--- config.mk ---
export PLATFORM = sky130hd
export DESIGN_NAME = imem_loader_flat
export DESIGN_NICKNAME = d
export VERILOG_FILES = /design/src/rtl/imem_loader_if.sv /design/src/rtl/imem_loader.sv /design/src/flat_wrapper.sv
export SDC_FILE = /design/constraint.sdc
export NUM_CORES = 1
export LEC_CHECK = 0
export CAP_MARGIN = 20
export CORE_MARGIN = 2
export CORE_UTILIZATION = 40
export DETAILED_ROUTE_END_ITERATION = 6
export HOLD_SLACK_MARGIN = 0.02
export PLACE_DENSITY = 0.62
export SLEW_MARGIN = 5
export SYNTH_ARGS = -nofsm -noshare
export SYNTH_HDL_FRONTEND = slang
export SYNTH_SLANG_ARGS = --single-unit
--- constraint.sdc ---
create_clock -name clk -period 2.9 [get_ports clk]
set_input_delay 0.58 -clock clk [delete_from_list [all_inputs] [get_ports clk]]
set_output_delay 0.58 -clock clk [all_outputs]
set_load 0.05 [all_outputs]
--- src/rtl/imem_loader_if.sv ---
// Byte-stream, ROM programming and fetch-gate signals shared by the loader and its environment.
// master is the loader side; slave is the host / ROM / fetch side.
interface imem_loader_if #(
  parameter int XLEN = 32
) ();
  logic            rx_valid;
  logic [7:0]      rx_data;
  logic            rx_ready;
  logic            fetch_ren;
  logic            imem_ren;
  logic            prog_en;
  logic [XLEN-1:0] prog_addr;
  logic [XLEN-1:0] prog_data;

  modport master (
    input  rx_valid, rx_data, fetch_ren,
    output rx_ready, imem_ren, prog_en, prog_addr, prog_data
  );

  modport slave (
    output rx_valid, rx_data, fetch_ren,
    input  rx_ready, imem_ren, prog_en, prog_addr, prog_data
  );
endinterface

--- src/rtl/imem_loader.sv ---
// Boot-time instruction ROM loader: takes a length-prefixed byte frame, writes little-endian
// words through the ROM programming port and stalls the core while the load is in progress.
module imem_loader #(
  parameter int              XLEN      = 32,
  parameter int              ROM_SIZE  = 8192,
  parameter logic [XLEN-1:0] BASE_ADDR = {XLEN{1'b0}}
) (
  input  logic                clk,
  input  logic                reset,
  input  logic                load_start,
  imem_loader_if.master       bus,
  output logic                core_hold,
  output logic                load_busy,
  output logic                load_done,
  output logic                load_err,
  output logic [15:0]         words_loaded
);

  localparam int unsigned ROM_WORDS = ROM_SIZE / 4;

  typedef enum logic [2:0] {
    S_IDLE  = 3'd0,
    S_LEN0  = 3'd1,
    S_LEN1  = 3'd2,
    S_DATA  = 3'd3,
    S_WRITE = 3'd4,
    S_DRAIN = 3'd5,
    S_DONE  = 3'd6
  } state_e;

  state_e          state_q;
  logic [15:0]     len_q;
  logic [15:0]     idx_q;
  logic [1:0]      byte_cnt_q;
  logic [23:0]     asm_q;
  logic [17:0]     drain_q;
  logic            rx_ready_q;
  logic            prog_en_q;
  logic [XLEN-1:0] prog_addr_q;
  logic [XLEN-1:0] prog_data_q;
  logic            core_hold_q;
  logic            load_done_q;
  logic            load_err_q;

  logic            rx_fire_d;
  logic [15:0]     len_full_d;
  logic [15:0]     idx_inc_d;
  logic            len_too_big_d;
  logic [XLEN-1:0] word_addr_d;

  assign rx_fire_d     = bus.rx_valid & rx_ready_q;
  assign len_full_d    = {bus.rx_data, len_q[7:0]};
  assign idx_inc_d     = idx_q + 16'd1;
  assign len_too_big_d = 32'(len_full_d) > ROM_WORDS;
  assign word_addr_d   = BASE_ADDR + (XLEN'(idx_q) << 2);

  // Load sequencer: state plus every registered output is updated here.
  always_ff @(posedge clk) begin
    if (reset) begin
      state_q     <= S_IDLE;
      len_q       <= 16'd0;
      idx_q       <= 16'd0;
      byte_cnt_q  <= 2'd0;
      asm_q       <= 24'd0;
      drain_q     <= 18'd0;
      rx_ready_q  <= 1'b0;
      prog_en_q   <= 1'b0;
      prog_addr_q <= {XLEN{1'b0}};
      prog_data_q <= {XLEN{1'b0}};
      core_hold_q <= 1'b0;
      load_done_q <= 1'b0;
      load_err_q  <= 1'b0;
    end else begin
      prog_en_q   <= 1'b0;
      load_done_q <= 1'b0;
      case (state_q)
        S_IDLE: begin
          if (load_start) begin
            state_q     <= S_LEN0;
            load_err_q  <= 1'b0;
            idx_q       <= 16'd0;
            byte_cnt_q  <= 2'd0;
            rx_ready_q  <= 1'b1;
            core_hold_q <= 1'b1;
          end
        end
        S_LEN0: begin
          if (rx_fire_d) begin
            len_q[7:0] <= bus.rx_data;
            state_q    <= S_LEN1;
          end
        end
        S_LEN1: begin
          if (rx_fire_d) begin
            len_q <= len_full_d;
            if (len_full_d == 16'd0) begin
              state_q     <= S_DONE;
              rx_ready_q  <= 1'b0;
              load_done_q <= 1'b1;
            end else if (len_too_big_d) begin
              // Oversized frame: swallow its payload so the link stays frame-aligned.
              load_err_q <= 1'b1;
              drain_q    <= {len_full_d, 2'b00};
              state_q    <= S_DRAIN;
            end else begin
              state_q <= S_DATA;
            end
          end
        end
        S_DATA: begin
          if (rx_fire_d) begin
            byte_cnt_q <= byte_cnt_q + 2'd1;
            if (byte_cnt_q == 2'd3) begin
              prog_data_q <= {bus.rx_data, asm_q};
              prog_addr_q <= word_addr_d;
              prog_en_q   <= 1'b1;
              rx_ready_q  <= 1'b0;
              state_q     <= S_WRITE;
            end else begin
              asm_q <= {bus.rx_data, asm_q[23:8]};
            end
          end
        end
        S_WRITE: begin
          idx_q <= idx_inc_d;
          if (idx_inc_d == len_q) begin
            state_q     <= S_DONE;
            load_done_q <= 1'b1;
          end else begin
            state_q    <= S_DATA;
            rx_ready_q <= 1'b1;
          end
        end
        S_DRAIN: begin
          if (rx_fire_d) begin
            if (drain_q == 18'd1) begin
              state_q     <= S_DONE;
              rx_ready_q  <= 1'b0;
              load_done_q <= 1'b1;
            end else begin
              drain_q <= drain_q - 18'd1;
            end
          end
        end
        S_DONE: begin
          state_q     <= S_IDLE;
          core_hold_q <= 1'b0;
        end
        default: begin
          state_q     <= S_IDLE;
          rx_ready_q  <= 1'b0;
          core_hold_q <= 1'b0;
        end
      endcase
    end
  end

  assign bus.rx_ready  = rx_ready_q;
  assign bus.prog_en   = prog_en_q;
  assign bus.prog_addr = prog_addr_q;
  assign bus.prog_data = prog_data_q;
  assign bus.imem_ren  = bus.fetch_ren & ~core_hold_q;
  assign core_hold     = core_hold_q;
  assign load_busy     = core_hold_q;
  assign load_done     = load_done_q;
  assign load_err      = load_err_q;
  assign words_loaded  = idx_q;

endmodule

--- src/flat_wrapper.sv ---
// flat-port wrapper written by rule: the top's interface ports become plain ports
module imem_loader_flat 
#(
  parameter int              XLEN      = 32,
  parameter int              ROM_SIZE  = 8192,
  parameter logic [XLEN-1:0] BASE_ADDR = {XLEN{1'b0}}
)
  (clk, reset, load_start, core_hold, load_busy, load_done, load_err, words_loaded, bus_rx_valid, bus_rx_data, bus_fetch_ren, bus_rx_ready, bus_imem_ren, bus_prog_en, bus_prog_addr, bus_prog_data);
  imem_loader_if #(.XLEN(XLEN)) bus_i ();
  input  logic clk;
  input  logic reset;
  input  logic load_start;
  output logic core_hold;
  output logic load_busy;
  output logic load_done;
  output logic load_err;
  output logic [15:0] words_loaded;
  input wire logic [$bits(bus_i.rx_valid)-1:0] bus_rx_valid;
  input wire logic [$bits(bus_i.rx_data)-1:0] bus_rx_data;
  input wire logic [$bits(bus_i.fetch_ren)-1:0] bus_fetch_ren;
  output wire logic [$bits(bus_i.rx_ready)-1:0] bus_rx_ready;
  output wire logic [$bits(bus_i.imem_ren)-1:0] bus_imem_ren;
  output wire logic [$bits(bus_i.prog_en)-1:0] bus_prog_en;
  output wire logic [$bits(bus_i.prog_addr)-1:0] bus_prog_addr;
  output wire logic [$bits(bus_i.prog_data)-1:0] bus_prog_data;
  assign bus_i.rx_valid = bus_rx_valid;
  assign bus_i.rx_data = bus_rx_data;
  assign bus_i.fetch_ren = bus_fetch_ren;
  assign bus_rx_ready = bus_i.rx_ready;
  assign bus_imem_ren = bus_i.imem_ren;
  assign bus_prog_en = bus_i.prog_en;
  assign bus_prog_addr = bus_i.prog_addr;
  assign bus_prog_data = bus_i.prog_data;
  imem_loader #(.XLEN(XLEN), .ROM_SIZE(ROM_SIZE), .BASE_ADDR(BASE_ADDR)) u_core (.clk(clk), .reset(reset), .load_start(load_start), .bus(bus_i), .core_hold(core_hold), .load_busy(load_busy), .load_done(load_done), .load_err(load_err), .words_loaded(words_loaded));
endmodule
==> results of run 1 <==
flip-flops by register name, summed over array words and instances, names as in the netlist:
signal / count
u_core.bus.prog_data: 32
u_core.asm_q: 24
u_core.drain_q: 18
u_core.bus.prog_addr: 16
u_core.len_q: 16
u_core.words_loaded: 16
u_core.state_q: 3
u_core.byte_cnt_q: 2
u_core.bus.prog_en: 1
u_core.bus.rx_ready: 1
u_core.core_hold: 1
u_core.load_done: 1
u_core.load_err: 1
final cells by class:
type / instances / area (µm²) / area share, %
inverters: 8 / 30.0 / 0.384
well taps: 188 / 235 / 3.00
flip-flops and latches: 132 / 2640 / 33.8
multi-input cells: 606 / 3220 / 41.1
clock buffers: 20 / 447 / 5.71
repair buffers: 119 / 1120 / 14.4
clock inverters: 9 / 133 / 1.69
worst max-delay path: cells and delay by family, from the launching register on:
family / cells / cell delay, ps
compound gates: 2 / 200
fa+ha+maj: 1 / 300
buf+inv: 1 / 180
flops: 1 / 390
mux: 1 / 360
simple gates: 3 / 1000
where the power goes:
| part | switching (mW) | leakage (nW) | total, mW | internal (mW) |
|---|---|---|---|---|
| Sequential | 0.0786 | 1.06 | 1.95 | 1.87 |
| Clock | 0.787 | 0.278 | 2.14 | 1.36 |
| Combinational | 0.616 | 1.47 | 0.937 | 0.321 |
| Total | 1.48 | 2.81 | 5.03 | 3.55 |
logic make-up (layout without fill, tap and decap cells):
family / after synthesis / after routing / synth area share [%]
compound gates: 195 / 195 / 17.9
xor+xnor: 18 / 18 / 2.55
fa+ha+maj: 5 / 5 / 0.971
buf+inv: 82 / 156 / 6.29
flops: 132 / 132 / 42.7
mux: 18 / 18 / 2.91
other cells: 1 / 16 / 0.0606
simple gates: 354 / 354 / 26.6
placed cells by master, fill, tap and decap left out, drive strengths merged, types with 18 or more instances in the layout:
master,count
a21oi,114
buf,37
clkbuf,20
clkdlybuf4s50,82
dfxtp,132
mux2i,18
nand2,180
nand3,18
nor2,61
o21ai,35
per-layer routing:
metal / up-vias / GRT usage (%) / routed length (µm)
met2: 165 / 32.4 / 7730
met4: 0 / 7.63 / 269
met3: 26 / 4.37 / 838
met1: 2758 / 28.7 / 8130
li1: 2929 / - / -
met5: - / 0 / 0
path summary, 6_finish.rpt:
path         slack [ps]                       to                     from
min reg2reg         450  u_core.bus.prog_addr[4]  u_core.bus.prog_addr[4]
max                 310      u_core.bus.rx_ready   u_core.words_loaded[1]
min                 450  u_core.bus.prog_addr[4]  u_core.bus.prog_addr[4]
max reg2reg         310      u_core.bus.rx_ready   u_core.words_loaded[1]
==> Implementation_results.wiki, run 1 <==
{| class="wikitable"
! Metric !! Value
|-
| Clock latency reported for the late side of the worst-skew pair || about 420 ps
|-
| Finished Core Util || 51.7%
|-
| Relative slew slack || 37.3%
|-
| Cell type contributing the most total cell area after synthesis || sky130_fd_sc_hd__dfxtp_1
|-
| Placed insts || around 1100
|-
| Proportion of register bits with asynchronous set or reset after synthesis || 0%
|-
| Vias in the first global route || 5187
|-
| Final worst-path cycle share || around 89%
|-
| Effective utilization at floorplan || 40.8%
|-
| Diodes inserted || 0
|-
| Share of the synthesized area in the top cell type || between 40% and 50%
|-
| Number of pins exceeding their max-slew limit in the final report || 0
|-
| Run status || complete, no violations
|-
| GPL Wtd Cong || 0.842
|-
| 1st-pass router iterations || 5
|-
| Aggregate routed wire length || 17000 µm
|-
| Data arrival time of the critical path || 2860 ps
|-
| Number of DRC markers after the initial detailed-route iteration || 441
|-
| Area of the mapped netlist || 6180 µm²
|-
| Most frequent CP cell || sky130_fd_sc_hd__nor4_1
|-
| Unrepaired setup endpoints after global routing || false
|-
| Post-Place Setup Slack || 220 ps
|-
| Detail-routed net length per standard cell || 15.7 µm
|-
| PostCTS Resize Cnt || 0
|-
| Final critical path time including I/O delays and setup || 2590 ps
|-
| FF+latch count, synth || around 130
|-
| TritonCTS clock tree || built
|-
| Number of port buffers || 83
|-
| Sequential share of the synthesized area || 42.7%
|-
| Overall fraction of global-route tracks in use || a little over a fifth
|-
| WS Path Type || register to register
|-
| Average via count per standard cell || 5.43
|-
| Core area || approximately 15000 µm²
|-
| Count of antenna-violating nets left after detailed routing || 0
|-
| First-pass GRT wire length || 27100 µm
|-
| Total number of yosys warnings || 0
|-
| Number of antenna violations at the first check in global routing || 0
|-
| Syn avg cell area || 7.68 µm²
|-
| Placed Instance Area || 7250 µm²
|-
| Number of synthesized flops with an enable pin || 0
|-
| Number of cell rows || 45
|-
| Class of the most critical hold timing path || register to register
|-
| Power density over the cells || approximately 640 nW/µm²
|-
| Final count of negative-setup-slack endpoints || 0
|-
| Sinks on the clock net || 132
|-
| Synthesis-to-layout area growth || 26.6%
|-
| Worst reg-to-reg path cell count || 8
|-
| Filler cell count || 1467
|-
| Library cell used as clock root buffer || sky130_fd_sc_hd__clkbuf_16
|-
| Leading post-synthesis cells by instance count || 180 x sky130_fd_sc_hd__nand2_1, 132 x sky130_fd_sc_hd__dfxtp_1, 114 x sky130_fd_sc_hd__a21oi_1
|-
| Longest individual stage delay on the worst path || 530 ps
|-
| PnR Total Power || 5.03 mW
|-
| Die height || 128 µm
|-
| Reported max-cap violation count || 0
|-
| CTS HTree Levels || 4
|-
| Post-CTS Hold Buffers || 0
|-
| Grt total ovfl || 0
|-
| Max VDD drop || 392 µV
|-
| Final Worst Setup Slack || slightly above 300 ps
|-
| Area enclosed by the die boundary || between 15000 and 20000 µm²
|-
| Endpoint class of the critical path || register
|-
| Ordered cell list for the critical path || ha_1 > nand4_1 > nor4_1 > mux2i_1 > o211ai_1 > nor4_1 > buf_4 > o31ai_1
|-
| DR vias || 5878
|-
| Post-synthesis instance total || 805
|-
| Post-route cell area || 7830 µm²
|-
| Count of boundary I/O pins || 100
|-
| Dominant register cell in the synthesized netlist || sky130_fd_sc_hd__dfxtp_1
|-
| Largest cells by area after synthesis || sky130_fd_sc_hd__dfxtp_1 43%, sky130_fd_sc_hd__nand2_1 11%, sky130_fd_sc_hd__a21oi_1 9.2%
|-
| Max Buffers Root-to-Sink || 2
|-
| Maximum net fanout on the critical path || 8
|-
| CTS clock-pin slew for the worst setup and hold paths || 50 ps
|-
| Number of instances on the worst hold path || 2
|-
| Worst hold margin || 451 ps
|-
| Hold violation count in the final report || 0
|-
| Critical Path RT || 3170 ps
|-
| HPWL after detailed placement || 11300 µm
|-
| Measured slew at the worst slew-check pin || 938 ps
|-
| Largest net degree at the start of global routing || 100
|-
| Launching element type of the critical path || register
|-
| Worst-path cell with the longest stage delay || sky130_fd_sc_hd__nor4_1
|-
| Post-layout instance count excluding filler cells || 1082
|-
| Leakage power || 2.81 nW
|-
| Nets || roughly 900
|-
| Chip width || 128 µm
|-
| Fmax || 386 MHz
|-
| Count of unique library cells instantiated by Yosys || 58
|-
| TritonCTS buffer count || 17
|-
| Drc violations || 0
|-
| Ratio of cells with drive above 1 in the final layout || 8.39%
|-
| Setup TNS Final || 0 ps
|-
| Most numerous cell in the Yosys netlist || sky130_fd_sc_hd__nand2_1
|-
| Clock skew after layout || 8.67 ps
|-
| Setup Fix Bufs, Post-CTS || 0
|}
(Power assumes the default switching activity.)
==> inputs of run 2 (changes only) <==
--- a/constraint.sdc
+++ b/constraint.sdc
@@ -3,2 +3,2 @@
 set_output_delay 0.58 -clock clk [all_outputs]
-set_load 0.05 [all_outputs]
+set_load 0.1 [all_outputs]
==> run 2 against run 1 <==
Against the previous run: worst setup slack worse by 81 ps; critical path depth is the same; final area decreased by 3.0%; sequential share of layout area increased by 1.2 points; sequential cell count is the same; non-clock buffer count down 6; cell count down 0.28%; maximum frequency decreased by 3.0%; global-route usage rose by 0.16 points; combinational power up 11%.
==> Implementation_results.wiki, run 2 (synthesis gave the netlist of run 1 again) <==
{| class="wikitable"
! Metric !! Value
|-
| Run status || complete, no violations
|-
| Worst-case register-to-register setup slack || approximately 230 ps
|-
| Placed Instance Area || 7040 µm²
|-
| Critical Path RT || 3180 ps
|-
| Count of antenna-violating nets left after detailed routing || 0
|-
| Worst reg-to-reg path cell count || 8
|-
| Ordered cell list for the critical path || ha_2 > and4_1 > nand4_1 > xnor2_1 > or4_1 > nor4_1 > buf_4 > o31ai_1
|-
| Data arrival time of the critical path || 2950 ps
|-
| Worst hold margin || 454 ps
|-
| Nets || around 900
|-
| Number of DRC markers after the initial detailed-route iteration || 509
|-
| CTS clock-pin slew for the worst setup and hold paths || 60 ps
|-
| Highest-count cells in the layout ignoring fill and taps || 180 x sky130_fd_sc_hd__nand2_1, 124 x sky130_fd_sc_hd__dfxtp_1, 114 x sky130_fd_sc_hd__a21oi_1, 100 x sky130_fd_sc_hd__buf_4, 61 x sky130_fd_sc_hd__nor2_1
|-
| Number of antenna violations at the first check in global routing || 0
|-
| Number of cell rows || 45
|-
| Post-route cell area || 7590 µm²
|-
| Ratio of cells with drive above 1 in the final layout || 17.1%
|-
| 1st-pass router iterations || 5
|-
| Worst r2r src || u_core.words_loaded[0]
|-
| Final worst-path cycle share || 92.1%
|-
| Most common cell after layout, fill and taps aside || sky130_fd_sc_hd__nand2_1
|-
| Leakage power || 2.90 nW
|-
| Worst flop-to-flop path endpoint || u_core.bus.rx_ready
|-
| Worst-case hold path end point || u_core.bus.prog_addr[4]
|-
| Area enclosed by the die boundary || 16500 µm²
|-
| Setup TNS Final || 0 ps
|-
| Setup Fix Bufs, Post-CTS || 0
|-
| GPL Wtd Cong || 0.863
|-
| Unrepaired setup endpoints after global routing || false
|-
| DR vias || 5860
|-
| Measured slew at the worst slew-check pin || around 1000 ps
|-
| Overall fraction of global-route tracks in use || a little over a fifth
|-
| Diodes inserted || 0
|-
| Number of pins exceeding their max-slew limit in the final report || 0
|-
| Max Buffers Root-to-Sink || 2
|-
| Detail-routed net length per standard cell || 15.5 µm
|-
| First-pass GRT wire length || 27600 µm
|-
| Core area || 15100 µm²
|-
| WS Path Type || register to register
|-
| HPWL after detailed placement || 11200 µm
|-
| Fmax || between 300 and 400 MHz
|-
| Critical hold path startpoint || u_core.bus.prog_addr[4]
|-
| TritonCTS buffer count || 17
|-
| Count of boundary I/O pins || 100
|-
| Relative slew slack || 33.2%
|-
| Vias in the first global route || 5257
|-
| Max VDD drop || 408 µV
|-
| Clock skew after layout || 9.30 ps
|-
| CTS HTree Levels || 4
|-
| Maximum net fanout on the critical path || 9
|-
| Aggregate routed wire length || 16700 µm
|-
| Final critical path time including I/O delays and setup || 2670 ps
|-
| Number of port buffers || 83
|-
| Average via count per standard cell || around 5.4
|-
| Post-Place Setup Slack || 225 ps
|-
| Final count of negative-setup-slack endpoints || 0
|-
| Reported max-cap violation count || 0
|-
| Grt total ovfl || 0
|-
| Chip width || 128 µm
|-
| Library cell used as clock root buffer || sky130_fd_sc_hd__clkbuf_16
|-
| Number of flip-flops in the largest register || 32
|-
| Synthesis-to-layout area growth || 22.8%
|-
| Effective utilization at floorplan || 40.8%
|-
| Endpoint class of the critical path || register
|-
| Sinks on the clock net || around 130
|-
| Clock latency reported for the late side of the worst-skew pair || 430 ps
|-
| Longest individual stage delay on the worst path || 570 ps
|-
| TritonCTS clock tree || built
|-
| Worst-path cell with the longest stage delay || sky130_fd_sc_hd__or4_1
|-
| Class of the most critical hold timing path || register to register
|-
| Final Worst Setup Slack || 229 ps
|-
| Largest net degree at the start of global routing || 49
|-
| Die height || 128 µm
|-
| Power density over the cells || roughly 660 nW/µm²
|-
| Number of instances on the worst hold path || 2
|-
| Crit path launch || u_core.words_loaded[0]
|-
| Drc violations || 0
|-
| Hold violation count in the final report || 0
|-
| Launching element type of the critical path || register
|}
[run 2: power by group]
| group | internal, mW | switching (mW) |
|---|---|---|
| Clock | 1.15 | 0.858 |
| Combinational | 0.316 | 0.728 |
| Sequential | 1.87 | 0.0986 |
[run 2: worst max-delay path by stage]
stage	slack, ps	cells past startpoint	end
2_1_floorplan	5	7	u_core.bus.rx_ready
3_3_place_gp	240	6	u_core.bus.rx_ready
3_5_place_dp	220	8	u_core.bus.rx_ready
4_1_cts	200	8	u_core.bus.rx_ready
5_1_grt	70	8	u_core.bus.rx_ready
6_report	230	8	u_core.bus.rx_ready
[run 2: layout make-up]
type	count	area [µm²]
fillers	1545	7550
multi-input cells	606	3220
flip-flops and latches	132	2660
repair buffers	113	901
clock buffers	20	457
well taps	188	235
clock inverters	12	96.3
inverters	8	30.0
[run 2: critical path, delay by kind of cell, from the launching register on]
family | cells | cell delay [ps]
fa+ha+maj | 1 | 280
buf+inv | 1 | 170
flops | 1 | 410
compound gates | 1 | 60
simple gates | 4 | 1410
xor+xnor | 1 | 180
[run 2: what timing repair did]
action	in CTS	in global routing
hold buffers	0	0
setup endpoints to repair	0	1
gates resized for setup	0	1
[run 2: routing by layer]
layer / global-route usage [%] / share of wire, % / vias up
met5: 0 / 0 / -
met4: 8.53 / 1.8 / 0
met3: 5.24 / 6.3 / 25
met2: 31.1 / 44 / 181
met1: 29.3 / 48 / 2724
li1: - / - / 2930
[run 2: stage by stage]
| step | util [%] | power [mW] | cells |
|---|---|---|---|
| 2_1_floorplan | - | 2.79 | 820 |
| 3_3_place_gp | 46.5 | 3.05 | 1047 |
| 5_1_grt | 50.1 | 5.23 | 1079 |
| 3_5_place_dp | 46.5 | 3.04 | 1047 |
| 4_1_cts | 50.1 | 5.06 | 1079 |
| 6_report | 50.1 | 5.02 | 1079 |
==> inputs of run 3 (changes only) <==
- CORE_MARGIN: 2 -> not set
==> run 3 against run 2 <==
Against the previous run: maximum frequency up 1.7%; worst setup slack better by 46 ps; critical endpoint unchanged; register-to-register slack better by 50 ps; clock power down 6%; hold slack worse by 2.4 ps; sequential share of layout area up 0.16 points; largest cell class unchanged; clock skew down 2.6 ps; global-route usage about the same; cell count down 0.19%; via count down 0.73%; utilization down 0.22 points.
==> Implementation_results.wiki, run 3 (synthesis gave the netlist of run 1 again) <==
{| class="wikitable"
! Metric !! Value
|-
| Run status || complete, no violations
|-
| Area enclosed by the die boundary || roughly 16000 µm²
|-
| Highest-count cells in the layout ignoring fill and taps || 180 x sky130_fd_sc_hd__nand2_1, 124 x sky130_fd_sc_hd__dfxtp_1, 114 x sky130_fd_sc_hd__a21oi_1, 98 x sky130_fd_sc_hd__buf_4, 61 x sky130_fd_sc_hd__nor2_1
|-
| Most common cell after layout, fill and taps aside || sky130_fd_sc_hd__nand2_1
|-
| Multi-input combinational cell area || 3220 µm²
|-
| Final worst-path cycle share || 90.5%
|-
| Drc violations || 0
|-
| Worst reg-to-reg path cell count || 8
|-
| 1st-pass router iterations || 5
|-
| Worst r2r src || u_core.words_loaded[0]
|-
| Nets || 894
|-
| Diodes inserted || 0
|-
| Setup Fix Bufs, Post-CTS || 0
|-
| Post-route cell area || approximately 7600 µm²
|-
| Die height || 126 µm
|-
| Average via count per standard cell || around 5.4
|-
| Placed Instance Area || slightly above 7000 µm²
|-
| Synthesis-to-layout area growth || 22.2%
|-
| Measured slew at the worst slew-check pin || 988 ps
|-
| Max Buffers Root-to-Sink || 2
|-
| Grt total ovfl || 0
|-
| Worst flop-to-flop path endpoint || u_core.bus.rx_ready
|-
| Reported max-cap violation count || 0
|-
| Data arrival time of the critical path || 2890 ps
|-
| Post-CTS Hold Buffers || 0
|-
| Capture point of the critical path || u_core.bus.rx_ready
|-
| Critical Path RT || ~3200 ps
|-
| PostCTS Resize Cnt || 0
|-
| PnR Total Power || 4.88 mW
|-
| Chip width || 126 µm
|-
| HPWL after detailed placement || about 11000 µm
|-
| Number of antenna violations at the first check in global routing || 0
|-
| Number of port buffers || 83
|-
| Setup TNS Final || 0 ps
|-
| Relative slew slack || 33.9%
|-
| Launching element type of the critical path || register
|-
| Final count of negative-setup-slack endpoints || 0
|-
| First-pass GRT wire length || 26600 µm
|-
| Sequential cell area in the final layout || ~2700 µm²
|-
| Number of flip-flops in the largest register || 32
|-
| Number of cell rows || 45
|-
| Ratio of cells with drive above 1 in the final layout || between 10% and 20%
|-
| Library cell used as clock root buffer || sky130_fd_sc_hd__clkbuf_16
|-
| Core area || ~15000 µm²
|-
| Largest net degree at the start of global routing || 101
|-
| Number of DRC markers after the initial detailed-route iteration || around 470
|-
| Fmax || 381 MHz
|-
| Power density over the cells || 645 nW/µm²
|-
| Count of antenna-violating nets left after detailed routing || 0
|-
| Number of pins exceeding their max-slew limit in the final report || 0
|-
| Worst-case register-to-register setup slack || 270 ps
|-
| Crit path launch || u_core.words_loaded[0]
|-
| Final critical path time including I/O delays and setup || ~2600 ps
|-
| Maximum net fanout on the critical path || 9
|-
| DR vias || 5817
|-
| CTS HTree Levels || 4
|-
| Sinks on the clock net || between 100 and 150
|-
| Effective utilization at floorplan || 40.8%
|-
| TritonCTS clock tree || built
|-
| Hold violation count in the final report || 0
|-
| Clock latency reported for the late side of the worst-skew pair || 410 ps
|-
| CTS clock-pin slew for the worst setup and hold paths || 50 ps
|-
| Unrepaired setup endpoints after global routing || false
|-
| Leakage power || between 2 and 3 nW
|-
| Clock skew after layout || 6.69 ps
|-
| Filler cell count || 1528
|-
| Aggregate routed wire length || approximately 17000 µm
|-
| Vias in the first global route || 5002
|-
| Class of the most critical hold timing path || register to register
|-
| Count of boundary I/O pins || 100
|-
| Max VDD drop || 401 µV
|-
| Detail-routed net length per standard cell || about 15 µm
|-
| Overall fraction of global-route tracks in use || 21.0%
|-
| Finished Core Util || 49.9%
|-
| Worst hold margin || between 400 and 500 ps
|-
| TritonCTS buffer count || 17
|-
| Endpoint class of the critical path || register
|-
| GPL Wtd Cong || between 0.8 and 0.9
|-
| WS Path Type || register to register
|}
-- run 3: changes by cell type in the layout (fill, tap and decap cells not counted), sizes merged --
cell / before / now
inv: 13 / 9
clkbuf: 20 / 23
buf: 102 / 101
-- run 3: final cells by class --
cell class              instances  share of cell area, %
multi-input cells             606                   42.6
flip-flops and latches        132                   35.1
repair buffers                112                   12.0
clock buffers                  23                   6.06
well taps                     188                   3.11
clock inverters                 8                  0.728
inverters                       8                  0.397
-- run 3: stage by stage --
step / worst slack [ps] / cells
finish: 275 / 1077
global route: 66.7 / 1077
CTS: 187 / 1077
detailed placement: 207 / 1046
global placement: 246 / 1046
floorplan: 5.40 / 820
-- run 3: worst min-delay path by stage --
| stage | to | start | slack, ps | cells past startpoint |
|---|---|---|---|---|
| finish | u_core.bus.prog_addr[3] | u_core.bus.prog_addr[3] | 450 | 2 |
| global route | u_core.bus.prog_addr[9] | u_core.bus.prog_addr[9] | 470 | 2 |
| CTS | u_core.bus.prog_addr[13] | u_core.bus.prog_addr[13] | 460 | 2 |
| detailed placement | u_core.bus.prog_addr[13] | u_core.bus.prog_addr[13] | 450 | 2 |
| global placement | u_core.bus.prog_data[0] | u_core.asm_q[0] | 440 | 2 |
| floorplan | u_core.bus.prog_data[0] | u_core.asm_q[0] | 430 | 2 |
-- run 3: routing by layer --
metal	GRT usage, %	up-vias	part of all wire (%)
li1	-	2915	-
met1	30.2	2734	50
met2	31.0	154	44
met3	5.44	14	4.8
met4	5.95	0	1.0
met5	0	-	0
-- run 3: worst max-delay path, cell delays in order (launching register included) --
cell and delay, ps:
sky130_fd_sc_hd__dfxtp_2 410, sky130_fd_sc_hd__ha_2 270, sky130_fd_sc_hd__and4_2 320, sky130_fd_sc_hd__nand4_1 190
sky130_fd_sc_hd__xnor2_1 180, sky130_fd_sc_hd__or4_1 560, sky130_fd_sc_hd__nor4_1 310, sky130_fd_sc_hd__buf_4 170
sky130_fd_sc_hd__o31ai_1 60
-- run 3: power breakdown --
| group | switching [mW] | internal, mW | total, mW |
|---|---|---|---|
| sequential | 0.0850 | 1.87 | 1.96 |
| clock | 0.774 | 1.11 | 1.88 |
| combinational | 0.730 | 0.308 | 1.04 |
| total | 1.59 | 3.29 | 4.88 |
